==> config.mk <==
export PLATFORM = sky130hd
export DESIGN_NAME = pipeline_hazard_ctrl_flat
export DESIGN_NICKNAME = d
export VERILOG_FILES = /design/src/rtl/pipeline_hazard_ctrl_pkg.sv /design/src/rtl/pipeline_hazard_ctrl_if.sv /design/src/rtl/pipeline_hazard_ctrl_hazard_detect.sv /design/src/rtl/pipeline_hazard_ctrl.sv /design/src/flat_wrapper.sv
export SDC_FILE = /design/constraint.sdc
export NUM_CORES = 1
export LEC_CHECK = 0
export BUFFER_PORTS_ARGS = -buffer_cell sky130_fd_sc_hd__buf_2
export CAP_MARGIN = 40
export CELL_PAD_IN_SITES_DETAIL_PLACEMENT = 1
export CELL_PAD_IN_SITES_GLOBAL_PLACEMENT = 1
export CORE_ASPECT_RATIO = 1.25
export CORE_MARGIN = 4
export CORE_UTILIZATION = 28
export DETAILED_ROUTE_END_ITERATION = 16
export PLACE_DENSITY_LB_ADDON = 0.08
export SLEW_MARGIN = 20
export SYNTH_ARGS = -nofsm -noshare
export SYNTH_HDL_FRONTEND = slang
export SYNTH_SLANG_ARGS = --single-unit
==> constraint.sdc <==
create_clock -name clock -period 4.3 [get_ports clock]
set_clock_uncertainty 0.2 [all_clocks]
set_input_delay 0.43 -clock clock [delete_from_list [all_inputs] [get_ports clock]]
set_output_delay 0.43 -clock clock [all_outputs]
set_load 0.02 [all_outputs]
==> src/rtl/pipeline_hazard_ctrl_pkg.sv <==
// Shared types and constants for the pipeline hazard sequencer and its neighbours.
package pipeline_ctrl_pkg;

  typedef enum logic [2:0] {
    ST_RUN       = 3'd0,
    ST_LOAD_USE  = 3'd1,
    ST_REDIRECT  = 3'd2,
    ST_DMEM_WAIT = 3'd3
  } ctrl_state_e;

  localparam logic [1:0] NPC_PLUS4  = 2'b00;
  localparam logic [1:0] NPC_BRANCH = 2'b01;
  localparam logic [1:0] NPC_JAL    = 2'b10;
  localparam logic [1:0] NPC_JALR   = 2'b11;

  localparam int REG_BITS_DEF = 5;
  // addi x0,x0,0 -- what IF/ID and ID/EX load when flushed or bubbled
  localparam logic [31:0] NOP_INSTR = 32'h0000_0013;

  localparam int CNT_W = 3;

endpackage

==> src/rtl/pipeline_hazard_ctrl_if.sv <==
// Hazard-control bundle: pipeline status in, stage load/hold/bubble commands out.
interface pipeline_hazard_ctrl_if #(
  parameter int REG_BITS = pipeline_ctrl_pkg::REG_BITS_DEF
);
  logic [REG_BITS-1:0] id_rs1;
  logic [REG_BITS-1:0] id_rs2;
  logic                id_uses_rs1;
  logic                id_uses_rs2;
  logic [REG_BITS-1:0] ex_rd;
  logic                ex_mem_read;
  logic [1:0]          cu_next_PC_select;
  logic                ex_branch;
  logic                ex_jalr;
  logic                imem_ready;
  logic                mem_access;
  logic                dmem_ready;

  logic                pc_stall;
  logic                if_id_stall;
  logic                if_id_flush;
  logic                id_ex_stall;
  logic                id_ex_bubble;
  logic                ex_mem_stall;
  logic [2:0]          ctrl_state;
  logic [31:0]         perf_stall_cycles;
  logic [31:0]         perf_flush_cycles;

  modport master (
    output id_rs1, id_rs2, id_uses_rs1, id_uses_rs2, ex_rd, ex_mem_read,
           cu_next_PC_select, ex_branch, ex_jalr, imem_ready, mem_access, dmem_ready,
    input  pc_stall, if_id_stall, if_id_flush, id_ex_stall, id_ex_bubble, ex_mem_stall,
           ctrl_state, perf_stall_cycles, perf_flush_cycles
  );

  modport slave (
    input  id_rs1, id_rs2, id_uses_rs1, id_uses_rs2, ex_rd, ex_mem_read,
           cu_next_PC_select, ex_branch, ex_jalr, imem_ready, mem_access, dmem_ready,
    output pc_stall, if_id_stall, if_id_flush, id_ex_stall, id_ex_bubble, ex_mem_stall,
           ctrl_state, perf_stall_cycles, perf_flush_cycles
  );

endinterface

==> src/rtl/pipeline_hazard_ctrl_hazard_detect.sv <==
// Load-use comparator: flags an ID instruction that reads the register a load in EX writes.
module hazard_detect
  import pipeline_ctrl_pkg::*;
#(
  parameter int REG_BITS = REG_BITS_DEF
) (
  input  logic [REG_BITS-1:0] id_rs1_i,
  input  logic [REG_BITS-1:0] id_rs2_i,
  input  logic                id_uses_rs1_i,
  input  logic                id_uses_rs2_i,
  input  logic [REG_BITS-1:0] ex_rd_i,
  input  logic                ex_mem_read_i,
  output logic                lu_hit_o
);

  logic rs1_match;
  logic rs2_match;

  assign rs1_match = id_uses_rs1_i && (id_rs1_i == ex_rd_i);
  assign rs2_match = id_uses_rs2_i && (id_rs2_i == ex_rd_i);
  // x0 is never a real dependency
  assign lu_hit_o  = ex_mem_read_i && (ex_rd_i != '0) && (rs1_match || rs2_match);

endmodule

==> src/rtl/pipeline_hazard_ctrl.sv <==
// Stall/flush sequencer for the 5-stage pipeline. Optional perf counters are
// built when PIPE_HAZARD_PERF_EN is defined; otherwise the perf ports read 0.
module pipeline_hazard_ctrl
  import pipeline_ctrl_pkg::*;
#(
  parameter int CORE            = 0,
  parameter int REG_BITS        = REG_BITS_DEF,
  parameter int LOAD_USE_CYCLES = 1,
  parameter int REDIRECT_CYCLES = 2
) (
  input logic                  clock,
  input logic                  reset,
  pipeline_hazard_ctrl_if.slave bus
);

  localparam logic [CNT_W-1:0] LU_RELOAD = CNT_W'(LOAD_USE_CYCLES - 1);
  localparam logic [CNT_W-1:0] RD_RELOAD = CNT_W'(REDIRECT_CYCLES - 1);
  localparam int               CORE_ID   = CORE;

  logic unused_core;
  assign unused_core = CORE_ID[0];

  ctrl_state_e      state_q, state_d;
  ctrl_state_e      prev_q, prev_d;
  ctrl_state_e      eff_state;
  logic [CNT_W-1:0] cnt_q, cnt_d;

  logic lu_hit, ex_redir, id_redir, dwait;
  logic pc_stall, if_id_stall, if_id_flush, id_ex_stall, id_ex_bubble, ex_mem_stall;
  logic pc_stall_o, if_id_flush_o;

  hazard_detect #(.REG_BITS(REG_BITS)) u_hd (
    .id_rs1_i      (bus.id_rs1),
    .id_rs2_i      (bus.id_rs2),
    .id_uses_rs1_i (bus.id_uses_rs1),
    .id_uses_rs2_i (bus.id_uses_rs2),
    .ex_rd_i       (bus.ex_rd),
    .ex_mem_read_i (bus.ex_mem_read),
    .lu_hit_o      (lu_hit)
  );

  assign ex_redir = bus.ex_branch | bus.ex_jalr;
  assign id_redir = (bus.cu_next_PC_select == NPC_JAL);
  assign dwait    = bus.mem_access & ~bus.dmem_ready;

  always_comb begin
    // DMEM_WAIT is transparent: decisions resume from the state it froze
    eff_state    = (state_q == ST_DMEM_WAIT) ? prev_q : state_q;
    state_d      = eff_state;
    prev_d       = prev_q;
    cnt_d        = cnt_q;
    pc_stall     = 1'b0;
    if_id_stall  = 1'b0;
    if_id_flush  = 1'b0;
    id_ex_stall  = 1'b0;
    id_ex_bubble = 1'b0;
    ex_mem_stall = 1'b0;

    if (dwait) begin
      pc_stall     = 1'b1;
      if_id_stall  = 1'b1;
      id_ex_stall  = 1'b1;
      ex_mem_stall = 1'b1;
      state_d      = ST_DMEM_WAIT;
      prev_d       = eff_state;
    end else if (ex_redir) begin
      if_id_flush  = 1'b1;
      id_ex_bubble = 1'b1;
      cnt_d        = RD_RELOAD;
      state_d      = (RD_RELOAD != '0) ? ST_REDIRECT : ST_RUN;
    end else if (id_redir) begin
      if_id_flush = 1'b1;
      if (eff_state == ST_REDIRECT) begin
        cnt_d   = cnt_q - 1'b1;
        state_d = (cnt_q <= 1) ? ST_RUN : ST_REDIRECT;
      end else begin
        cnt_d   = '0;
        state_d = ST_RUN;
      end
    end else if (eff_state == ST_REDIRECT) begin
      if_id_flush = 1'b1;
      pc_stall    = ~bus.imem_ready;
      cnt_d       = cnt_q - 1'b1;
      state_d     = (cnt_q <= 1) ? ST_RUN : ST_REDIRECT;
    end else if (eff_state == ST_LOAD_USE || lu_hit) begin
      pc_stall     = 1'b1;
      if_id_stall  = 1'b1;
      id_ex_bubble = 1'b1;
      if (eff_state == ST_LOAD_USE) begin
        cnt_d   = cnt_q - 1'b1;
        state_d = (cnt_q <= 1) ? ST_RUN : ST_LOAD_USE;
      end else begin
        cnt_d   = LU_RELOAD;
        state_d = (LU_RELOAD != '0) ? ST_LOAD_USE : ST_RUN;
      end
    end else if (!bus.imem_ready) begin
      pc_stall    = 1'b1;
      if_id_flush = 1'b1;
    end
  end

  always_ff @(posedge clock or negedge reset) begin
    if (!reset) begin
      state_q <= ST_RUN;
      prev_q  <= ST_RUN;
      cnt_q   <= '0;
    end else begin
      state_q <= state_d;
      prev_q  <= prev_d;
      cnt_q   <= cnt_d;
    end
  end

  // Reset forces NOPs into IF/ID and ID/EX and releases every hold
  assign pc_stall_o        = reset & pc_stall;
  assign if_id_flush_o     = ~reset | if_id_flush;
  assign bus.pc_stall      = pc_stall_o;
  assign bus.if_id_flush   = if_id_flush_o;
  assign bus.if_id_stall   = reset & if_id_stall & ~if_id_flush;
  assign bus.id_ex_stall   = reset & id_ex_stall;
  assign bus.id_ex_bubble  = ~reset | id_ex_bubble;
  assign bus.ex_mem_stall  = reset & ex_mem_stall;
  assign bus.ctrl_state    = state_q;

`ifdef PIPE_HAZARD_PERF_EN
  logic [31:0] perf_stall_q;
  logic [31:0] perf_flush_q;

  always_ff @(posedge clock or negedge reset) begin
    if (!reset) begin
      perf_stall_q <= '0;
      perf_flush_q <= '0;
    end else begin
      if (pc_stall_o)    perf_stall_q <= perf_stall_q + 32'd1;
      if (if_id_flush_o) perf_flush_q <= perf_flush_q + 32'd1;
    end
  end

  assign bus.perf_stall_cycles = perf_stall_q;
  assign bus.perf_flush_cycles = perf_flush_q;
`else
  assign bus.perf_stall_cycles = '0;
  assign bus.perf_flush_cycles = '0;
`endif

endmodule

==> src/flat_wrapper.sv <==
// flat-port wrapper written by rule: the top's interface ports become plain ports
module pipeline_hazard_ctrl_flat import pipeline_ctrl_pkg::*;
#(
  parameter int CORE            = 0,
  parameter int REG_BITS        = REG_BITS_DEF,
  parameter int LOAD_USE_CYCLES = 1,
  parameter int REDIRECT_CYCLES = 2
)
  (clock, reset, bus_id_rs1, bus_id_rs2, bus_id_uses_rs1, bus_id_uses_rs2, bus_ex_rd, bus_ex_mem_read, bus_cu_next_PC_select, bus_ex_branch, bus_ex_jalr, bus_imem_ready, bus_mem_access, bus_dmem_ready, bus_pc_stall, bus_if_id_stall, bus_if_id_flush, bus_id_ex_stall, bus_id_ex_bubble, bus_ex_mem_stall, bus_ctrl_state, bus_perf_stall_cycles, bus_perf_flush_cycles);
  pipeline_hazard_ctrl_if #(.REG_BITS(REG_BITS)) bus_i ();
  input logic clock;
  input logic reset;
  input wire logic [$bits(bus_i.id_rs1)-1:0] bus_id_rs1;
  input wire logic [$bits(bus_i.id_rs2)-1:0] bus_id_rs2;
  input wire logic [$bits(bus_i.id_uses_rs1)-1:0] bus_id_uses_rs1;
  input wire logic [$bits(bus_i.id_uses_rs2)-1:0] bus_id_uses_rs2;
  input wire logic [$bits(bus_i.ex_rd)-1:0] bus_ex_rd;
  input wire logic [$bits(bus_i.ex_mem_read)-1:0] bus_ex_mem_read;
  input wire logic [$bits(bus_i.cu_next_PC_select)-1:0] bus_cu_next_PC_select;
  input wire logic [$bits(bus_i.ex_branch)-1:0] bus_ex_branch;
  input wire logic [$bits(bus_i.ex_jalr)-1:0] bus_ex_jalr;
  input wire logic [$bits(bus_i.imem_ready)-1:0] bus_imem_ready;
  input wire logic [$bits(bus_i.mem_access)-1:0] bus_mem_access;
  input wire logic [$bits(bus_i.dmem_ready)-1:0] bus_dmem_ready;
  output wire logic [$bits(bus_i.pc_stall)-1:0] bus_pc_stall;
  output wire logic [$bits(bus_i.if_id_stall)-1:0] bus_if_id_stall;
  output wire logic [$bits(bus_i.if_id_flush)-1:0] bus_if_id_flush;
  output wire logic [$bits(bus_i.id_ex_stall)-1:0] bus_id_ex_stall;
  output wire logic [$bits(bus_i.id_ex_bubble)-1:0] bus_id_ex_bubble;
  output wire logic [$bits(bus_i.ex_mem_stall)-1:0] bus_ex_mem_stall;
  output wire logic [$bits(bus_i.ctrl_state)-1:0] bus_ctrl_state;
  output wire logic [$bits(bus_i.perf_stall_cycles)-1:0] bus_perf_stall_cycles;
  output wire logic [$bits(bus_i.perf_flush_cycles)-1:0] bus_perf_flush_cycles;
  assign bus_i.id_rs1 = bus_id_rs1;
  assign bus_i.id_rs2 = bus_id_rs2;
  assign bus_i.id_uses_rs1 = bus_id_uses_rs1;
  assign bus_i.id_uses_rs2 = bus_id_uses_rs2;
  assign bus_i.ex_rd = bus_ex_rd;
  assign bus_i.ex_mem_read = bus_ex_mem_read;
  assign bus_i.cu_next_PC_select = bus_cu_next_PC_select;
  assign bus_i.ex_branch = bus_ex_branch;
  assign bus_i.ex_jalr = bus_ex_jalr;
  assign bus_i.imem_ready = bus_imem_ready;
  assign bus_i.mem_access = bus_mem_access;
  assign bus_i.dmem_ready = bus_dmem_ready;
  assign bus_pc_stall = bus_i.pc_stall;
  assign bus_if_id_stall = bus_i.if_id_stall;
  assign bus_if_id_flush = bus_i.if_id_flush;
  assign bus_id_ex_stall = bus_i.id_ex_stall;
  assign bus_id_ex_bubble = bus_i.id_ex_bubble;
  assign bus_ex_mem_stall = bus_i.ex_mem_stall;
  assign bus_ctrl_state = bus_i.ctrl_state;
  assign bus_perf_stall_cycles = bus_i.perf_stall_cycles;
  assign bus_perf_flush_cycles = bus_i.perf_flush_cycles;
  pipeline_hazard_ctrl #(.CORE(CORE), .REG_BITS(REG_BITS), .LOAD_USE_CYCLES(LOAD_USE_CYCLES), .REDIRECT_CYCLES(REDIRECT_CYCLES)) u_core (.clock(clock), .reset(reset), .bus(bus_i));
endmodule
==> results.yml <==
outcome:
  status: "finished, final reports clean"
layout:
  diodes: 0
  area_delta_synth_final_pct: 3.850
  fillers: 580
  final_cell_mix: "64 x conb_1, 35 x buf_2, 10 x xnor2_1, 9 x dfrtp_1, 8 x nand2_1"
  fin_nets: 225
  final_common_cell: "conb_1"
  drive_above_1_share: 0.2410
  final_area_mm2: 0.001316
placement:
  dpl_worst_slack_ns: 1.644
  place_congestion: 0.7576
  dpl_cell_area_mm2: 0.001260
  numPortBuffers: 35
  place.detailed.hpwl_um: 2688
power_and_ir_drop:
  power-per-cell-area_mw_per_mm2: 254.3
  pwr-share-clk: 0.292
  finalPower_mw: 0.3348
  power_frac_comb: 0.414
  p_leak_nw: 0.6997
  vdd_drop_max_mv: 0.1470
  internal-power_mw: 0.1942
  switching_share: 0.4198
  p_seq_frac: 0.295
  switchingPower_mw: 0.1405
worst_hold_path:
  min_path_type: "flop to flop"
  hold_depth: 1
yosys:
  syn_avg_cell_area_um2: 8.022
  synth_top_family_by_area: "buffers and inverters"
  yosysWarnings: 0
  synth_cells: 158
  seq_area_frac_synth: 0.1777
  yosys.area_share.simple: 0.1412
  synth_area_leaders: "buf_4 38%, dfrtp_1 18%, xnor2_1 6.9%"
  synth-compound-area-share: 0.1599
  synth_cell_types: 37
  ys_ff_latch: 9
  syn-cell-area_mm2: 0.001267
  synthAdderAreaFrac: 0.01974
  synth_xor_area_frac: 0.06910
  yosysTopAreaCell: "buf_4"
  muxShareOfSynthArea: 0.02369
  synth_top_cell_area_share: 0.3850
clock_tree:
  cts_resized: 0
  htreeDepth: 1
  cts_buffers: 3
  clkTransAtPathRegs_ns: 0.05
  clock_path_buffers: 2
  clock_sinks: 9
  cts_tree: "done"
  clockRootBuffer: "clkbuf_8"
  worstSkewPairLatency_ns: 0.23
floorplan:
  rows: 27
  die-area_mm2: 0.005674
  coreArea_mm2: 0.004392
  pin_count: 100
  initial_core_util: 0.2886
  die_y_um: 83.22
  die_w_um: 68.18
global_routing:
  antenna_found_initial: 0
  overflow: 0
  grt_pass1_vias: 996
  grt_max_degree: 15
  grt.busiest_layer: "met2"
  grt_use_met3: 0.02030
  grt_usage: 0.1038
  grt_pass1_wl_um: 4692
  grtUsageMet1: 0.1076
  use_met2: 0.2079
sta:
  finalCritPeriodShare: 0.6536
  fin_setup_tns_ns: 0
  layout_setup_ws_ns: 1.490
  period_minus_slack_ns: 2.810
  grt_setup_unrepaired: "no"
  tightest_slew_ns: 0.7089
  slew_headroom: 0.5265
  final_hold_viol_count: 0
  timing.hold.ws_ns: 0.3395
  setup_viol: 0
  fmax_mhz: 355.8
  finalMaxSlewViolations: 0
route:
  drt_drc_violations_left: 0
  antenna_left: 0
  post_drt_wl_per_cell_um: 12.17
  drt_pre_antenna_iters: 4
  via_per_inst: 3.905
  drtIter0Drc: 18
  vias: 988
  totalWireLength_um: 3078
worst_setup_path:
  critPathLaunch: "u_core.prev_q[0]"
  critPathArrivalTime_ns: 2.18
  path_cells: "or3b_1, a21oi_1, nor2_1, o21ai_0, a31o_2, buf_2"
  crit_path_start_kind: "flop"
  timing.reg2reg.setup_slack_ns: 1.97
  required_ns: 3.67
  cp-endpoint: "bus_if_id_flush"
  critPathCaptureType: "primary output"
  cp_max_fo: 8
  cp_slowest_stage_delay_ns: 0.55
  reg2reg_depth: 5
  path_class: "flop to primary output"
  r2r_end: "u_core.bus.ctrl_state[0]"
  cp_slowest_cell: "a21oi_1"
  r2r_start: "u_core.prev_q[0]"
run:
  drv_cap: 0
==> registers in the layout, summed over array words and instances (netlist names) <==
name	cells
u_core.bus.ctrl_state	3
u_core.cnt_q	3
u_core.prev_q	3
==> kinds of logic (layout without fill, tap and decap cells) <==
| logic type | after synthesis | after routing |
|---|---|---|
| other | 1 | 64 |
| AND/OR/NAND/NOR | 34 | 34 |
| flip-flops | 9 | 9 |
| buffers and inverters | 72 | 46 |
| adder cells (fa/ha/maj) | 2 | 2 |
| XOR/XNOR | 10 | 10 |
| multiplexers | 2 | 2 |
| AO/OA/AOI/OAI | 28 | 28 |
==> routing by layer <==
metal	wire, µm	vias up	part of all wire
li1	-	476	-
met1	1073	452	0.35
met2	1669	58	0.54
met3	329	2	0.11
met4	7	0	0.0023
met5	0	-	0
==> synthesized netlist by cell type <==
master	count
o21ai_0	7
nand2_1	8
a31o_2	1
a221o_1	1
dfrtp_1	9
nor3_1	3
or3b_2	1
mux2_4	2
and3_1	1
nand4_1	2
a21o_2	1
or4_1	1
inv_1	6
a211o_1	1
o221ai_1	1
nand3_1	1
xnor2_1	10
o22ai_1	1
a31oi_1	1
o21bai_4	1
o21bai_1	1
nand2b_1	4
a21oi_2	1
clkbuf_1	1
nor2b_1	2
ha_1	2
a211oi_1	1
or3b_1	1
a21oi_1	7
o21a_1	1
nor2_1	6
nor4_1	2
conb_1	1
o41ai_2	1
a2111oi_0	1
buf_4	65
or3_1	2
==> worst max-delay path: cells and delay by family, from the launching register on <==
kind / cells / cell delay [ns]
AO/OA/AOI/OAI: 3 / 0.85
flip-flops: 1 / 0.40
buffers and inverters: 1 / 0.15
AND/OR/NAND/NOR: 2 / 0.55
==> layout make-up <==
class,count,area [µm²],share of cell area
multi-input combinational,140,764.5,0.5808
clock inverter,1,5.005,0.003802
tap,58,72.57,0.05513
timing repair buffer,36,185.2,0.1407
sequential,9,225.2,0.1711
clock buffer,3,41.29,0.03137
inverter,6,22.52,0.01711
==> how the worst min path moves through the flow <==
stage	from	end	slack, ns
global placement	reset	u_core.cnt_q[2]	0.14
detailed placement	reset	u_core.cnt_q[2]	0.14
floorplan	reset	u_core.bus.ctrl_state[0]	-0.07
finish	u_core.cnt_q[1]	u_core.cnt_q[1]	0.34
CTS	u_core.cnt_q[1]	u_core.cnt_q[1]	0.34
global route	u_core.cnt_q[1]	u_core.cnt_q[1]	0.38
==> power by group through the flow <==
stage	Sequential, mW	Combinational, mW	Clock [mW]
after CTS	0.0986	0.137	0.102
after detailed placement	0.100	0.136	0
after global placement	0.0995	0.135	0
after floorplan	0.0999	0.146	0
after global routing	0.0998	0.153	0.108
final	0.0987	0.139	0.0976
==> metrics by stage <==
stage | instances | utilization
5_1_grt | 253 | 0.2997
3_3_place_gp | 248 | 0.2869
3_5_place_dp | 248 | 0.2869
2_1_floorplan | 221 | -
4_1_cts | 253 | 0.2997
6_report | 253 | 0.2997
==> timing repair <==
item	CTS	global route
hold buffers	1	0
endpoints found under the setup margin	0	0
hold endpoints to repair	9	0
setup buffers	0	0
Power figures use the tool's default switching activity.
